<file path="src/rtl/ctrl_pkg.sv">
// Shared opcode/ALUOp constants and control bundle types
// for the MIPS pipeline control unit.
package ctrl_pkg;

    localparam logic [5:0] OP_RTYPE = 6'b000000;
    localparam logic [5:0] OP_LW    = 6'b100011;
    localparam logic [5:0] OP_SW    = 6'b101011;
    localparam logic [5:0] OP_BEQ   = 6'b000100;
    localparam logic [5:0] OP_BNE   = 6'b000101;
    localparam logic [5:0] OP_ADDI  = 6'b001000;
    localparam logic [5:0] OP_XORI  = 6'b001110;
    localparam logic [5:0] OP_J     = 6'b000010;

    localparam logic [1:0] ALUOP_ADD   = 2'b00;
    localparam logic [1:0] ALUOP_SUB   = 2'b01;
    localparam logic [1:0] ALUOP_FUNCT = 2'b10;
    localparam logic [1:0] ALUOP_XOR   = 2'b11;

    typedef struct packed {
        logic       regdst;
        logic       alusrc;
        logic       memtoreg;
        logic       regwrite;
        logic       memread;
        logic       memwrite;
        logic [1:0] aluop;
        logic       jump;
        logic       branch;
        logic       branch_ne;
        logic       signzero;
    } ctrl_bundle_t;

    typedef struct packed {
        logic valid;
        logic regwrite;
        logic memtoreg;
    } wb_grp_t;

endpackage

</file>
<file path="src/rtl/ctrl_decode.sv">
// Combinational opcode-to-control table with illegal
// opcode flag.
module ctrl_decode
    import ctrl_pkg::*;
(
    input  logic [5:0]   opcode,
    output ctrl_bundle_t ctrl,
    output logic         illegal
);

    // {regdst,alusrc,memtoreg,regwrite,memread,memwrite},
    // aluop, {jump,branch,branch_ne,signzero}
    always_comb begin
        ctrl    = '0;
        illegal = 1'b0;
        unique case (1'b1)
            (opcode == OP_RTYPE):
                ctrl = {6'b100100, ALUOP_FUNCT, 4'b0000};
            (opcode == OP_LW):
                ctrl = {6'b011110, ALUOP_ADD, 4'b0000};
            (opcode == OP_SW):
                ctrl = {6'b010001, ALUOP_ADD, 4'b0000};
            (opcode == OP_BEQ):
                ctrl = {6'b000000, ALUOP_SUB, 4'b0100};
            (opcode == OP_BNE):
                ctrl = {6'b000000, ALUOP_SUB, 4'b0110};
            (opcode == OP_ADDI):
                ctrl = {6'b010100, ALUOP_ADD, 4'b0000};
            (opcode == OP_XORI):
                ctrl = {6'b010100, ALUOP_XOR, 4'b0001};
            (opcode == OP_J):
                ctrl = {6'b000000, ALUOP_ADD, 4'b1000};
            default:
                illegal = 1'b1;
        endcase
    end

endmodule

</file>
<file path="src/rtl/ctrl_pipe.sv">
// Main pipeline control: ID decode, per-stage control
// registers, illegal-op pulse and stall/flush counters.
module ctrl_pipe
    import ctrl_pkg::*;
#(
    parameter int MEM_STAGES = 2,
    parameter int ALUOP_W    = 2,
    parameter int CNT_W      = 16
) (
    input  logic               clk,
    input  logic               reset,
    input  logic               id_valid,
    input  logic [5:0]         opcode,
    input  logic               stall,
    input  logic               flush,
    output logic               id_jump,
    output logic               id_branch,
    output logic               id_branch_ne,
    output logic               id_signzero,
    output logic               ex_valid,
    output logic               ex_regdst,
    output logic               ex_alusrc,
    output logic [ALUOP_W-1:0] ex_aluop,
    output logic               mem_valid,
    output logic               mem_memread,
    output logic               mem_memwrite,
    output logic               wb_valid,
    output logic               wb_regwrite,
    output logic               wb_memtoreg,
    output logic               illegal_op,
    output logic [CNT_W-1:0]   stall_cnt,
    output logic [CNT_W-1:0]   flush_cnt
);

    ctrl_bundle_t       dec;
    logic               dec_ill;
    logic               id_ok;
    logic               load;
    logic [ALUOP_W-1:0] aluop_ext;

    logic    ex_memread;
    logic    ex_memwrite;
    wb_grp_t ex_wb;
    wb_grp_t mem_wb;
    wb_grp_t wb_q [MEM_STAGES];

    ctrl_decode u_dec (
        .opcode  (opcode),
        .ctrl    (dec),
        .illegal (dec_ill)
    );

    assign id_jump      = id_valid & dec.jump;
    assign id_branch    = id_valid & dec.branch;
    assign id_branch_ne = id_valid & dec.branch_ne;
    assign id_signzero  = id_valid & dec.signzero;

    assign load  = ~stall & ~flush;
    assign id_ok = id_valid & ~dec_ill;

    always_comb begin
        aluop_ext      = '0;
        aluop_ext[1:0] = dec.aluop;
    end

    // ID/EX: stall and flush both insert a bubble
    always_ff @(posedge clk) begin
        if (reset || !load) begin
            ex_valid    <= 1'b0;
            ex_regdst   <= 1'b0;
            ex_alusrc   <= 1'b0;
            ex_aluop    <= '0;
            ex_memread  <= 1'b0;
            ex_memwrite <= 1'b0;
            ex_wb       <= '0;
        end else begin
            ex_valid    <= id_ok;
            ex_regdst   <= dec.regdst & id_ok;
            ex_alusrc   <= dec.alusrc & id_ok;
            ex_aluop    <= aluop_ext & {ALUOP_W{id_ok}};
            ex_memread  <= dec.memread & id_ok;
            ex_memwrite <= dec.memwrite & id_ok;
            ex_wb.valid    <= id_ok;
            ex_wb.regwrite <= dec.regwrite & id_ok;
            ex_wb.memtoreg <= dec.memtoreg & id_ok;
        end
    end

    always_ff @(posedge clk) begin
        if (reset) begin
            illegal_op <= 1'b0;
        end else begin
            illegal_op <= id_valid & dec_ill & load;
        end
    end

    // EX onward never stalls
    always_ff @(posedge clk) begin
        if (reset) begin
            mem_valid    <= 1'b0;
            mem_memread  <= 1'b0;
            mem_memwrite <= 1'b0;
            mem_wb       <= '0;
        end else begin
            mem_valid    <= ex_valid;
            mem_memread  <= ex_memread;
            mem_memwrite <= ex_memwrite;
            mem_wb       <= ex_wb;
        end
    end

    always_ff @(posedge clk) begin
        if (reset) begin
            for (int k = 0; k < MEM_STAGES; k++) begin
                wb_q[k] <= '0;
            end
        end else begin
            wb_q[0] <= mem_wb;
            for (int k = 1; k < MEM_STAGES; k++) begin
                wb_q[k] <= wb_q[k-1];
            end
        end
    end

    assign wb_valid    = wb_q[MEM_STAGES-1].valid;
    assign wb_regwrite = wb_q[MEM_STAGES-1].regwrite;
    assign wb_memtoreg = wb_q[MEM_STAGES-1].memtoreg;

    always_ff @(posedge clk) begin
        if (reset) begin
            stall_cnt <= '0;
            flush_cnt <= '0;
        end else if (flush) begin
            if (flush_cnt != '1) begin
                flush_cnt <= flush_cnt + CNT_W'(1);
            end
        end else if (stall) begin
            if (stall_cnt != '1) begin
                stall_cnt <= stall_cnt + CNT_W'(1);
            end
        end
    end

endmodule

</file>
<file path="config.mk">
export PLATFORM = sky130hd
export DESIGN_NAME = ctrl_pipe
export DESIGN_NICKNAME = d
export VERILOG_FILES = /design/src/rtl/ctrl_pkg.sv /design/src/rtl/ctrl_decode.sv /design/src/rtl/ctrl_pipe.sv
export SDC_FILE = /design/constraint.sdc
export NUM_CORES = 1
export LEC_CHECK = 0
export CAP_MARGIN = 20
export CORE_ASPECT_RATIO = 1.2
export CORE_UTILIZATION = 52
export DETAILED_ROUTE_END_ITERATION = 16
export GPL_TIMING_DRIVEN = 0
export PLACE_DENSITY = 0.87
export SLEW_MARGIN = 15
export SYNTH_ARGS = -nofsm -noshare
export SYNTH_HDL_FRONTEND = slang
export SYNTH_SLANG_ARGS = --single-unit
</file>
<file path="constraint.sdc">
create_clock -name clk -period 4.65 [get_ports clk]
set_input_delay 0.93 -clock clk [delete_from_list [all_inputs] [get_ports clk]]
set_output_delay 0.93 -clock clk [all_outputs]
set_load 0.1 [all_outputs]
</file>
==> flow_results.org, run 1 <==
** Cells and area
- Leaving out fill and tap cells, the most frequent cell in the layout is clkdlybuf4s50_1.
- The repair_antennas step left the layout with diodes totalling 0.
- The post-route netlist has 8.084% of its cells at a drive strength greater than 1.
- Compared with the post-synthesis result, the final layout area differs by 33.01%.
- Final core occ :: 72.79%
- Leaving out fill and tap cells, the most frequent cells in the layout are clkdlybuf4s50_1, dfxtp_1, a21oi_1.
- The layout has 333 filler cells.
- After routing the design area is 0.003126 sq mm.
- In the final design database the tool counted 346 nets.

** Critical path
- The largest individual stage delay along the critical path comes from the cell clkdlybuf4s50_1.
- Arrival time at the worst endpoint :: 3.35 ns
- Critical path fanouts, max :: 10
- The largest single stage delay on the critical path is 1.14 ns.
- In this design, the critical path's most frequently occurring cell is clkdlybuf4s50_1.
- Launching element type of the critical path :: primary input
- Critical setup path kind :: in -> out
- The worst setup path is captured at an output pin.
- The critical path goes through clkdlybuf4s50_1, clkbuf_1, nor4b_2, and2_1, clkdlybuf4s50_1.
- Data required time at the worst endpoint :: 3.72 ns

** Outcome
- The run finished with clean final reports.

** GRT
- Wire length of the first global-routing pass :: 9.211 mm
- The number of antenna violations at the first check in global routing came to 0.
- Overflow after GRT :: 0
- Number of global-route vias before repair :: 2046
- Entering global routing, the biggest net connects 17 pins.
- Global routing consumed, over all layers together, 24.83% of the routing resources.

** Clocking
- Largest buffer count on any clock path :: 2
- Clk_lat worst skew :: 0.31 ns
- Post-cts sizing count :: 0
- TritonCTS built the clock tree.
- Post-CTS Repair Setup Buffers :: 0
- Clock transition at path regs :: 0.09 ns
- Sinks on Clock Net :: 51
- The root buffer cell chosen for the clock tree is clkbuf_8.
- CTS buffer count :: 5
- The H-tree was split into 2 levels.
- The number of hold buffers added after CTS was 0.

** Logic synthesis
- Summing every instance area after synthesis gives 0.002350 sq mm.
- Most area-hungry cell type in the Yosys netlist :: dfxtp_1
- Post-synthesis sequential element count :: 51
- The synthesized netlist devotes 15.34% of its cell area to compound gates.
- Synthesis handed over a netlist of 271 instances.
- Simple-gate portion of the synthesized area :: 34.13%
- Post-synthesis adder-cell area fraction :: 1.065%
- By area the synthesized netlist is led by dfxtp_1, a21oi_1, o31ai_1, or4_1, nor2b_1.
- Each instance of the synthesized netlist takes up on average 8.671 sq um.
- Yosys warns :: 0
- The synthesized netlist devotes 0.7455% of its cell area to XOR and XNOR gates.
- Portion of the post-synthesis area used by sequential elements :: 43.45%
- Dominant combinational cell family by area after synthesis :: simple AND/OR/NAND/NOR gates
- After synthesis, the share of flip-flops with an asynchronous set or reset is 0%.
- Portion of netlist area occupied by mux cells :: 1.384%
- Mapped Nets :: 284
- Summed over its instances, the top area cell type makes up 43.45% of the synthesized netlist area.
- Synthesis instantiated 46 different standard cells from the library.
- EDFF count, synth :: 0
- Prevailing post-synth register cell :: dfxtp_1

** STA
- In this run the tightest slew margin relative to its limit is 33.22%.
- Setup repair after global routing missed its margin :: false
- Maximum operating frequency :: 233.8 MHz
- Setup violations remaining at the end of the flow were counted as 0.
- Ratio of final minimum period to clock period :: 91.96%
- After layout, the worst setup slack is 0.3737 ns.
- Max-slew violation count :: 0
- The clock arrives with 0.005769 ns of skew.
- Hold Vio Cnt, Final :: 0
- At the pin with the least slew margin, the transition time is 0.9986 ns.
- The worst path in the final design needs a cycle of 4.276 ns, including I/O delays and setup.

** Floorplanning
- Vertical die dimension :: 75.64 microns
- The initial utilization of the core area, before any placement, comes to 54.72%.
- The core region is 0.004294 sq mm.
- In this run the count of I/O pins placed on the die edge is 59.
- The floorplan step set the die width to 63.37 microns.
- Die outline area :: 0.004793 sq mm
- Count of standard-cell rows :: 26

** Hold path
- Class of the worst hold path :: reg -> reg

** Pwr
- Final Total Pwr :: 874.3 uW
- PwrDens :: 279.7 mW/mm^2
- VDD sags by at most 169.2 uV.
- In this run the static leakage power is 0.0009874 uW.

** Routing
- The detailed router placed 2306 vias in this run.
- Residual DRC count :: 0
- Total iterations of the first detailed-routing run :: 4
- After detailed routing, the average wire length per cell comes to 14.53 microns.
- The final layout contains routed wiring with a total length of 5.667 mm.
- Number of nets still failing antenna checks after routing :: 0
- Drt via density :: 5.913
- Iteration-0 DRC count of the detailed router :: 180

** Placement
- Instance area after placement :: 0.002989 sq mm
- Global placer's final weighted congestion :: 0.8161
- Timing analysis after detailed placement gives a worst setup slack of 0.3764 ns.
- Summed over all nets, the half-perimeter wirelength after detailed placement is 3.980 mm.
- Number of port buffers :: 55

** Job
- Max-capacitance violation count :: 0
per-layer routing:
layer	up-vias	routed length, microns	track usage [%]
met2	71	2849	44.21
met5	-	0	0
li1	1153	-	-
met1	1073	2370	27.89
met4	0	95	10.35
met3	9	352	7.485
critical path: cells and delay by family:
kind / cells / cell delay [ns]
buffers and inverters: 3 / 1.95
and+or+nand+nor: 2 / 0.46
power breakdown:
group / internal (uW) / total (uW) / switching [uW]
Combinational: 20.5 / 68.3 / 47.7
Sequential: 439 / 442 / 3.43
Clock: 214 / 364 / 149
Total: 674 / 874 / 200
worst paths after layout:
path	from	end	slack (ns)	cells past startpoint
setup / recovery	opcode[2]	id_branch_ne	0.37	5
setup reg to reg	stall_cnt[0]$_SDFFE_PP0P_	stall_cnt[15]$_SDFFE_PP0P_	2.66	5
hold / removal	wb_q[0][0]$_SDFF_PP0_	wb_q[0][3]$_SDFF_PP0_	0.44	1
hold reg to reg	wb_q[0][0]$_SDFF_PP0_	wb_q[0][3]$_SDFF_PP0_	0.44	1
cell usage after synthesis, types with 3 or more instances:
master / n
dfxtp_1: 51
a21oi_1: 25
nand2_1: 16
nor2_1: 15
nor2b_1: 15
o31ai_1: 15
or4_1: 15
nand4_1: 14
o21ai_0: 12
clkbuf_1: 11
nand3_1: 9
nor3_1: 8
inv_1: 6
buf_2: 4
nand2b_1: 4
nor4_1: 4
or3_1: 4
a211oi_1: 3
and3_1: 3
nor4b_1: 3
final cells by class:
cell class	instances	area, sq um	share of cell area, %
clock inverter	3	67.56	2.162
inverter	7	26.28	0.8407
sequential	51	1021	32.67
timing repair buffer	55	550.5	17.61
multi-input combinational	197	1256	40.19
tap	56	70.07	2.242
clock buffer	5	68.82	2.202
buffer	16	65.06	2.082
logic make-up after synthesis:
family | after synthesis
AOI/OAI and AO/OA | 60
xor gates and xnor gates | 2
adders and majority gates | 2
buffers and inverters | 23
DFF | 51
muxes | 3
and+or+nand+nor | 130
state kept, by name, indices dropped and copies added (netlist names), 2 cells and up:
register,flops
flush_cnt,16
wb_q,6
ex_wb,2
stall_cnt,16
ex_aluop,2
mem_wb,2
per-stage QoR:
| step | instances | hold WS, ns | setup TNS, ns |
|---|---|---|---|
| 4_1_cts | 390 | 0.4490 | 0 |
| 6_report | 390 | 0.4432 | 0 |
| 3_3_place_gp | 382 | 0.4191 | 0 |
| 2_1_floorplan | 271 | 0.4138 | -0.4272 |
| 5_1_grt | 390 | 0.4652 | 0 |
| 3_5_place_dp | 382 | 0.4282 | 0 |
Power figures use the tool's default switching activity.
==> inputs of run 2 (changes only) <==
==> constraint.sdc (replaced) <==
create_clock -name clk -period 4.65 [get_ports clk]
set_input_delay 0.93 -clock clk [delete_from_list [all_inputs] [get_ports clk]]
set_output_delay 0.93 -clock clk [all_outputs]
set_load 0.05 [all_outputs]
==> run 2 against run 1 <==
Via count rose by 0.13%. Clock-buffer cell count rose by 2. Fmax rose by 9.0%. Design area fell by 2.2%. Critical path type unchanged. Core utilization fell by 1.6 points. Non-clock buffer count did not move. Highest routed layer unchanged. Final cell count did not move.
==> flow_results.org, run 2 (synthesized netlist as in run 1, its figures left out) <==
** Clocking
- Clk_lat worst skew :: 0.31 ns (about the same)
- The number of clock sinks is 51 (unchanged).
- The count of instances resized after the clock tree is built is 0 (unchanged).
- The maximum clock path buffer count was 2 (unchanged).
- The number of buffers added to fix hold violations after cts is 0 (unchanged).
- The post-CTS setup buffer count is 0 (unchanged).
- The clock buffer count from CTS was 5 (unchanged).
- TritonCTS built the clock tree.
- The clock transition at the registers of the reported paths was 0.09 ns (about the same).
- Clock tree root driver cell :: clkbuf_8
- The level count of the clock H-tree came to 2 (unchanged).

** Pwr
- The net switching power is 180.7 uW (-9.8%).
- The internal power of the cells is 565.4 uW (-16%).
- The share of power burned in combinational logic is 7.6% (-0.2 points).
- The share of total power consumed by net switching was 24.21% (+1.3 points).
- The worst-case vdd ir drop was 149.9 uV (-11%).
- The share of total power in the clock network was 33.1% (-8.5 points).
- Reported leakage power :: 0.0009648 uW (-2.3%)
- The power density relative to cell area is 244.0 mW/mm^2 (-13%).
- Sequential cell fraction of total power :: 59.3% (+8.7 points)
- Final Total Pwr :: 746.1 uW (-15%)

** STA
- The final critical-path setup slack came to 0.7281 ns (+0.3544 ns).
- Fin Clk Skew :: 0.007996 ns (+0.002227 ns)
- The number of endpoints with negative hold slack in the final report came to 0 (unchanged).
- Count of final setup violators :: 0 (unchanged)
- Worst-Margin Slew :: 0.6365 ns (-0.3620 ns)
- Min Clock Period, post-route :: 3.922 ns (-0.3544 ns)
- Sum Neg Setup Slack :: 0 ns (unchanged)
- Maximum operating frequency :: 255.0 MHz (+9.0%)
- Setup repair after global routing missed its margin :: false
- The part of the cycle the worst path needs came to 84.34% (-7.6 points).
- Max-Slew Margin vs Limit :: 57.21% (+24 points)
- Max-slew violation count :: 0 (unchanged)

** Placement
- Instance area after placement :: 0.002977 sq mm (-0.42%)
- Number of port buffers :: 55 (unchanged)
- The setup slack at placement was 0.7293 ns (+0.3529 ns).
- Global placer's final weighted congestion :: 0.8286 (+1.5%)
- The detailed placer's ending HPWL is 3.963 mm (-0.42%).

** Cells and area
- The top cell types in the final layout, fill and taps aside, are clkdlybuf4s50_1, dfxtp_1, a21oi_1.
- Number of antenna cells inserted :: 0 (unchanged)
- The share of layout cells above drive strength 1 came to 6.886% (-1.2 points).
- The largest registers in the layout are flush_cnt: 16 flops, stall_cnt: 16 flops, wb_q: 6 flops.
- Final core occ :: 71.21% (-1.6 points)
- Most common cell after layout, fill and taps aside :: clkdlybuf4s50_1
- Area growth, synth to finish :: 30.14%
- The number of nets in the layout is 346 (unchanged).
- The cell area after layout was 0.003058 sq mm (-2.2%).

** Hold path
- The worst hold path begins at wb_q[0][1]$_SDFF_PP0_.
- Worst hold endpoint :: wb_q[0][4]$_SDFF_PP0_
- Class of the worst hold path :: reg -> reg
- WHS Path Cells :: 1 (unchanged)

** Floorplanning
- Core area :: 0.004294 sq mm (unchanged)
- Initial core utilization :: 54.72% (unchanged)
- The die footprint came to 0.004793 sq mm (unchanged).
- Number of I/O pins :: 59 (unchanged)
- The die height was 75.64 microns (unchanged).
- Count of standard-cell rows :: 26 (unchanged)
- The width of the die came to 63.37 microns (unchanged).

** Critical path
- In this run the critical register-to-register path is captured at stall_cnt[0]$_SDFFE_PP0P_.
- Launching element type of the critical path :: primary input
- The worst endpoint data arrival time came to 2.99 ns (-0.36 ns).
- The most numerous cell type found on the critical path is clkdlybuf4s50_1.
- STA classifies the critical path endpoint as an output pin.
- Critical setup path kind :: in -> out
- The highest fanout seen on the critical path came to 10 (unchanged).
- Register-to-register setup slack :: 2.67 ns (about the same)
- The count of cells along the worst register-to-register path is 6 (+1).
- Stage delay of the slowest cell on the critical path :: 0.85 ns (-0.29 ns)
- The worst register-to-register path begins at stall_cnt[0]$_SDFFE_PP0P_.
- For this design, the slowest cell found on the critical path is clkdlybuf4s50_1.
- The required time at the endpoint of the critical path is 3.72 ns (about the same).
- Traced cell by cell, the critical path runs through clkdlybuf4s50_1, clkbuf_1, nand3_1, nor4_1, clkdlybuf4s50_1.

** Routing
- The ratio of routed vias to standard cells is 5.921 (+0.13%).
- The number of design-rule violations left by the first detailed-router iteration came to 185 (+2.8%).
- The count of vias placed by the detailed router is 2309 (+0.13%).
- Residual DRC count :: 0 (unchanged)
- The total routed wirelength is 5.523 mm (-2.5%).
- The number of iterations in the first detailed-routing pass is 4 (unchanged).
- The final routed wire length divided by cell count was 14.16 microns (-2.5%).
- The remaining antenna violation count was 0 (unchanged).

** GRT
- Antenna violations before repair :: 0 (unchanged)
- Wire length of the first global-routing pass :: 9.080 mm (-1.4%)
- Pin count of the biggest net entering global routing :: 15 (-2)
- Overflow after GRT :: 0 (unchanged)
- Combined global-route utilization of all metal layers :: 24.27% (-0.56 points)
- The via count of the first global-routing pass is 2036 (-0.49%).

** Job
- Max-capacitance violation count :: 0 (unchanged)

** Outcome
- Status :: finished clean
[run 2: changes by cell type in the layout (fill, tap and decap cells not counted)]
cell,delta
bufinv_16,-2
clkbuf_1,+2
nor4_1,+2
nor4_2,-2
clkinv_2,+1
clkinvlp_4,-1
[run 2: power by group through the flow]
stage / Combinational, uW / Clock (uW) / Sequential (uW)
after CTS: 56.5 / 253 / 442
after floorplan: 27.0 / 0 / 461
after detailed placement: 56.2 / 0 / 452
after global routing: 62.3 / 271 / 443
after global placement: 55.7 / 0 / 452
final: 56.6 / 247 / 442
[run 2: stage by stage]
step                hold slack [ns]  cells
finish                       0.4391    390
global route                 0.4585    390
CTS                          0.4484    390
detailed placement           0.4292    382
global placement             0.4177    382
floorplan                    0.4138    271
[run 2: worst max-delay path by stage]
stage | slack [ns] | end | startpoint
after CTS | 0.73 | id_signzero | opcode[2]
after global placement | 0.73 | id_signzero | opcode[2]
final | 0.73 | id_signzero | opcode[2]
after floorplan | 0.73 | id_branch_ne | opcode[1]
after global routing | 0.55 | id_signzero | opcode[3]
after detailed placement | 0.73 | id_branch_ne | opcode[2]
[run 2: layer usage]
metal  share of wire [%]  vias up  GRT usage, %
met5                   0        -             0
met4                 1.1        0         8.333
met3                 5.2        6         5.988
met2                  49       72         42.79
met1                  44     1079         29.07
li1                    -     1152             -
[run 2: layout make-up]
| cell class | instances | area [sq um] |
|---|---|---|
| Inverter | 7 | 26.28 |
| Fill cell | 357 | 1236 |
| Sequential cell | 51 | 1021 |
| Tap cell | 56 | 70.07 |
| Multi-Input combinational cell | 197 | 1244 |
| Clock buffer | 7 | 76.32 |
| Buffer | 16 | 65.06 |
| Timing Repair Buffer | 55 | 550.5 |
| Clock inverter | 1 | 5.005 |
[run 2: critical path, delay by kind of cell]
| kind | cells | cell delay [ns] |
|---|---|---|
| buffers and inverters | 3 | 1.65 |
| AND/OR/NAND/NOR | 2 | 0.40 |
==> inputs of run 3 (changes only) <==
--- a/config.mk
+++ b/config.mk
@@ -7,10 +7,10 @@
 export LEC_CHECK = 0
 export CAP_MARGIN = 20
 export CORE_ASPECT_RATIO = 1.2
-export CORE_UTILIZATION = 52
+export CORE_UTILIZATION = 44
 export DETAILED_ROUTE_END_ITERATION = 16
 export GPL_TIMING_DRIVEN = 0
-export PLACE_DENSITY = 0.87
+export PLACE_DENSITY = 0.79
 export SLEW_MARGIN = 15
 export SYNTH_ARGS = -nofsm -noshare
 export SYNTH_HDL_FRONTEND = slang
==> constraint.sdc (replaced) <==
create_clock -name clk -period 3.5 [get_ports clk]
set_input_delay 0.7 -clock clk [delete_from_list [all_inputs] [get_ports clk]]
set_output_delay 0.7 -clock clk [all_outputs]
set_load 0.05 [all_outputs]
==> run 3 against run 2 <==
Register-to-register slack worse by 1.1 ns. Global-route usage fell by 1.9 points. Sequential cell count unchanged. Hold slack better by 0.0021 ns. Final cell count is 0.77% higher. Total power rose by 34%. Clock skew hardly changed. Die area rose by 18%. Sequential share of layout area shrank 0.14 points. Sequential power rose by 33%. Combinational power is 33% higher. Critical path type unchanged.
==> flow_results.org, run 3 (synthesized netlist as in run 1, its figures left out) <==
** Outcome
- Status :: finished clean

** Hold path
- In this run the worst hold path is classified as reg -> reg.
- WHS Path Cells :: 1 (unchanged)

** Critical path
- Critical setup path kind :: in -> out
- CP Capture Type :: output pin
- Launching element type of the critical path :: primary input
- Length in cells of the worst reg-to-reg path :: 5 (-1)
- Critical path fanouts, max :: 10 (unchanged)
- The worst endpoint data arrival time was 2.68 ns (-0.31 ns).
- Data required time at the worst endpoint :: 2.80 ns (-0.92 ns)

** Placement
- Global placer's final weighted congestion :: 0.7916 (-4.5%)
- DP HPWL :: 4.086 mm (+3.1%)
- Pre-CTS setup slack :: -0.0007112 ns (-0.7300 ns)
- The placed standard-cell area is 0.002982 sq mm (+0.17%).
- The instance count after placement with tap cells included came to 386 (+1.0%).
- Number of port buffers :: 55 (unchanged)

** Routing
- The total routed wirelength came to 5.623 mm (+1.8%).
- Iteration-0 DRC count of the detailed router :: 146 (-21%)
- Total via count after detailed routing :: 2320 (+0.48%)
- Drt via density :: 5.903 (-0.29%)
- The number of iterations in the first detailed-routing pass was 4 (unchanged).
- Residual DRC count :: 0 (unchanged)
- The final routed wire length divided by cell count is 14.31 microns (+1.0%).
- Number of nets still failing antenna checks after routing :: 0 (unchanged)

** Cells and area
- The share of layout cells above drive strength 1 was 7.207% (+0.32 points).
- The cell area after layout is 0.003070 sq mm (+0.41%).
- The number of antenna diodes was 0 (unchanged).
- The filler-free cell count of the finished design is 393 (+0.77%).
- Most common cell after layout, fill and taps aside :: clkdlybuf4s50_1
- Relative to the synthesized area, the layout overhead comes to 30.67%.
- Net count of the finished layout :: 346 (unchanged)
- Highest-count cells in the layout ignoring fill and taps :: clkdlybuf4s50_1, dfxtp_1, a21oi_1
- Largest registers ranked by flip-flop count :: flush_cnt: 16 flops, stall_cnt: 16 flops, wb_q: 6 flops

** STA
- Min Clock Period, post-route :: 3.380 ns
- Maximum operating frequency :: 295.9 MHz
- The number of endpoints with negative hold slack in the final report is 0 (unchanged).
- Max-slew violation count :: 0 (unchanged)
- Tightest hold margin :: 0.4411 ns (+0.002065 ns)
- Count of final setup violators :: 0 (unchanged)
- Dividing the final minimum period by the clock period gives 96.56%.
- The final critical-path setup slack came to 0.1204 ns (-0.6077 ns).
- Max-Slew Margin vs Limit :: 54.40% (-2.8 points)
- Fin Clk Skew :: 0.007631 ns (-0.0003647 ns)
- Setup repair after global routing left no endpoint under its margin.
- The worst-margin pin slew is 0.6783 ns (+0.04177 ns).

** Job
- The count of max-cap constraint violations is 0 (unchanged).

** Clocking
- The level count of the clock H-tree is 2 (unchanged).
- Clk_lat worst skew :: 0.30 ns (about the same)
- Clock transition at path regs :: 0.08 ns (about the same)
- The tree is rooted in a clkbuf_8.
- The maximum clock path buffer count came to 2 (unchanged).
- Sinks on Clock Net :: 51 (unchanged)
- CTS buffer count :: 5 (unchanged)
- Hold buffer count at CTS :: 0 (unchanged)
- CTS tree :: done

** Floorplanning
- The placeable core area is 0.005045 sq mm (+17%).
- The die footprint was 0.005638 sq mm (+18%).
- The starting density of the core is 46.58% (-8.1 points).
- The width of the die is 68.71 microns (+8.4%).
- The cell row count was 28 (+7.7%).
- The top-level port count is 59 (unchanged).
- Vertical die dimension :: 82.05 microns (+8.5%)

** Pwr
- Reported leakage power :: 0.0009930 uW (+2.9%)
- IR drop worst, VDD :: 200.1 uV (+33%)
- The power density relative to cell area was 326.7 mW/mm^2 (+34%).

** GRT
- The number of antenna violations at the first check in global routing came to 0 (unchanged).
- Combined global-route utilization of all metal layers :: 22.35% (-1.9 points)
- The via count of the first global-routing pass is 2138 (+5.0%).
- The total congestion overflow was 0 (unchanged).
- The first-pass GRT wire length was 9.528 mm (+4.9%).
- Pin count of the biggest net entering global routing :: 15 (unchanged)
-- run 3: cell types whose count changed in the layout (fill, tap and decap cells not counted), sizes merged --
cell / before / now
dlymetal6s2s: 0 / 1
dlygate4sd2: 0 / 1
clkdlybuf4s50: 55 / 53
clkbuf: 18 / 17
-- run 3: critical path, cell delays in order --
cell             delay, ns
clkdlybuf4s50_1       0.50
clkbuf_1              0.32
nor4b_2               0.31
clkdlybuf4s50_1       0.85
-- run 3: where the power goes --
group | internal [uW] | switching (uW) | total [uW]
clock | 155 | 185 | 340
combinational | 27.2 | 48.2 | 75.4
sequential | 583 | 4.10 | 587
-- run 3: layer usage --
metal / global-route usage (%) / routed length (microns) / vias to the layer above
met1: 25.06 / 2383 / 1106
met4: 9.388 / 90 / 0
li1: - / - / 1146
met3: 5.278 / 333 / 7
met2: 39.61 / 2815 / 61
met5: 0 / 0 / -
-- run 3: area by class of cell --
class                   instances  area [sq um]
clock inverters                 1         5.005
plain buffers                  16         65.06
inverters                       7         26.28
multi-input cells             197          1244
flip-flops and latches         51          1021
well taps                      60         75.07
repair buffers                 55         551.8
clock buffers                   6         82.58
fillers                       482          1974
-- run 3: final timing paths --
kind                              from                          to  slack, ns
min reg2reg     ex_memwrite$_SDFF_PP0_     mem_memwrite$_SDFF_PP0_       0.44
max reg2reg  stall_cnt[0]$_SDFFE_PP0P_  stall_cnt[15]$_SDFFE_PP0P_       1.54
min             ex_memwrite$_SDFF_PP0_     mem_memwrite$_SDFF_PP0_       0.44
max                          opcode[2]                   id_branch       0.12
-- run 3: through the flow --
step	setup TNS, ns	total power [uW]	utilization (%)
CTS	0	1011	60.81
finish	0	1003	60.86
global route	0	1045	60.86
floorplan	0	648.0	-
detailed placement	-0.0007112	676.4	59.10
global placement	0	675.0	59.10
-- run 3: timing repair --
| action | in CTS | in global routing |
|---|---|---|
| pin swaps | 0 | 0 |
| resized for setup | 1 | 1 |
| endpoints found under the setup margin | 1 | 1 |
| setup buffers | 0 | 0 |
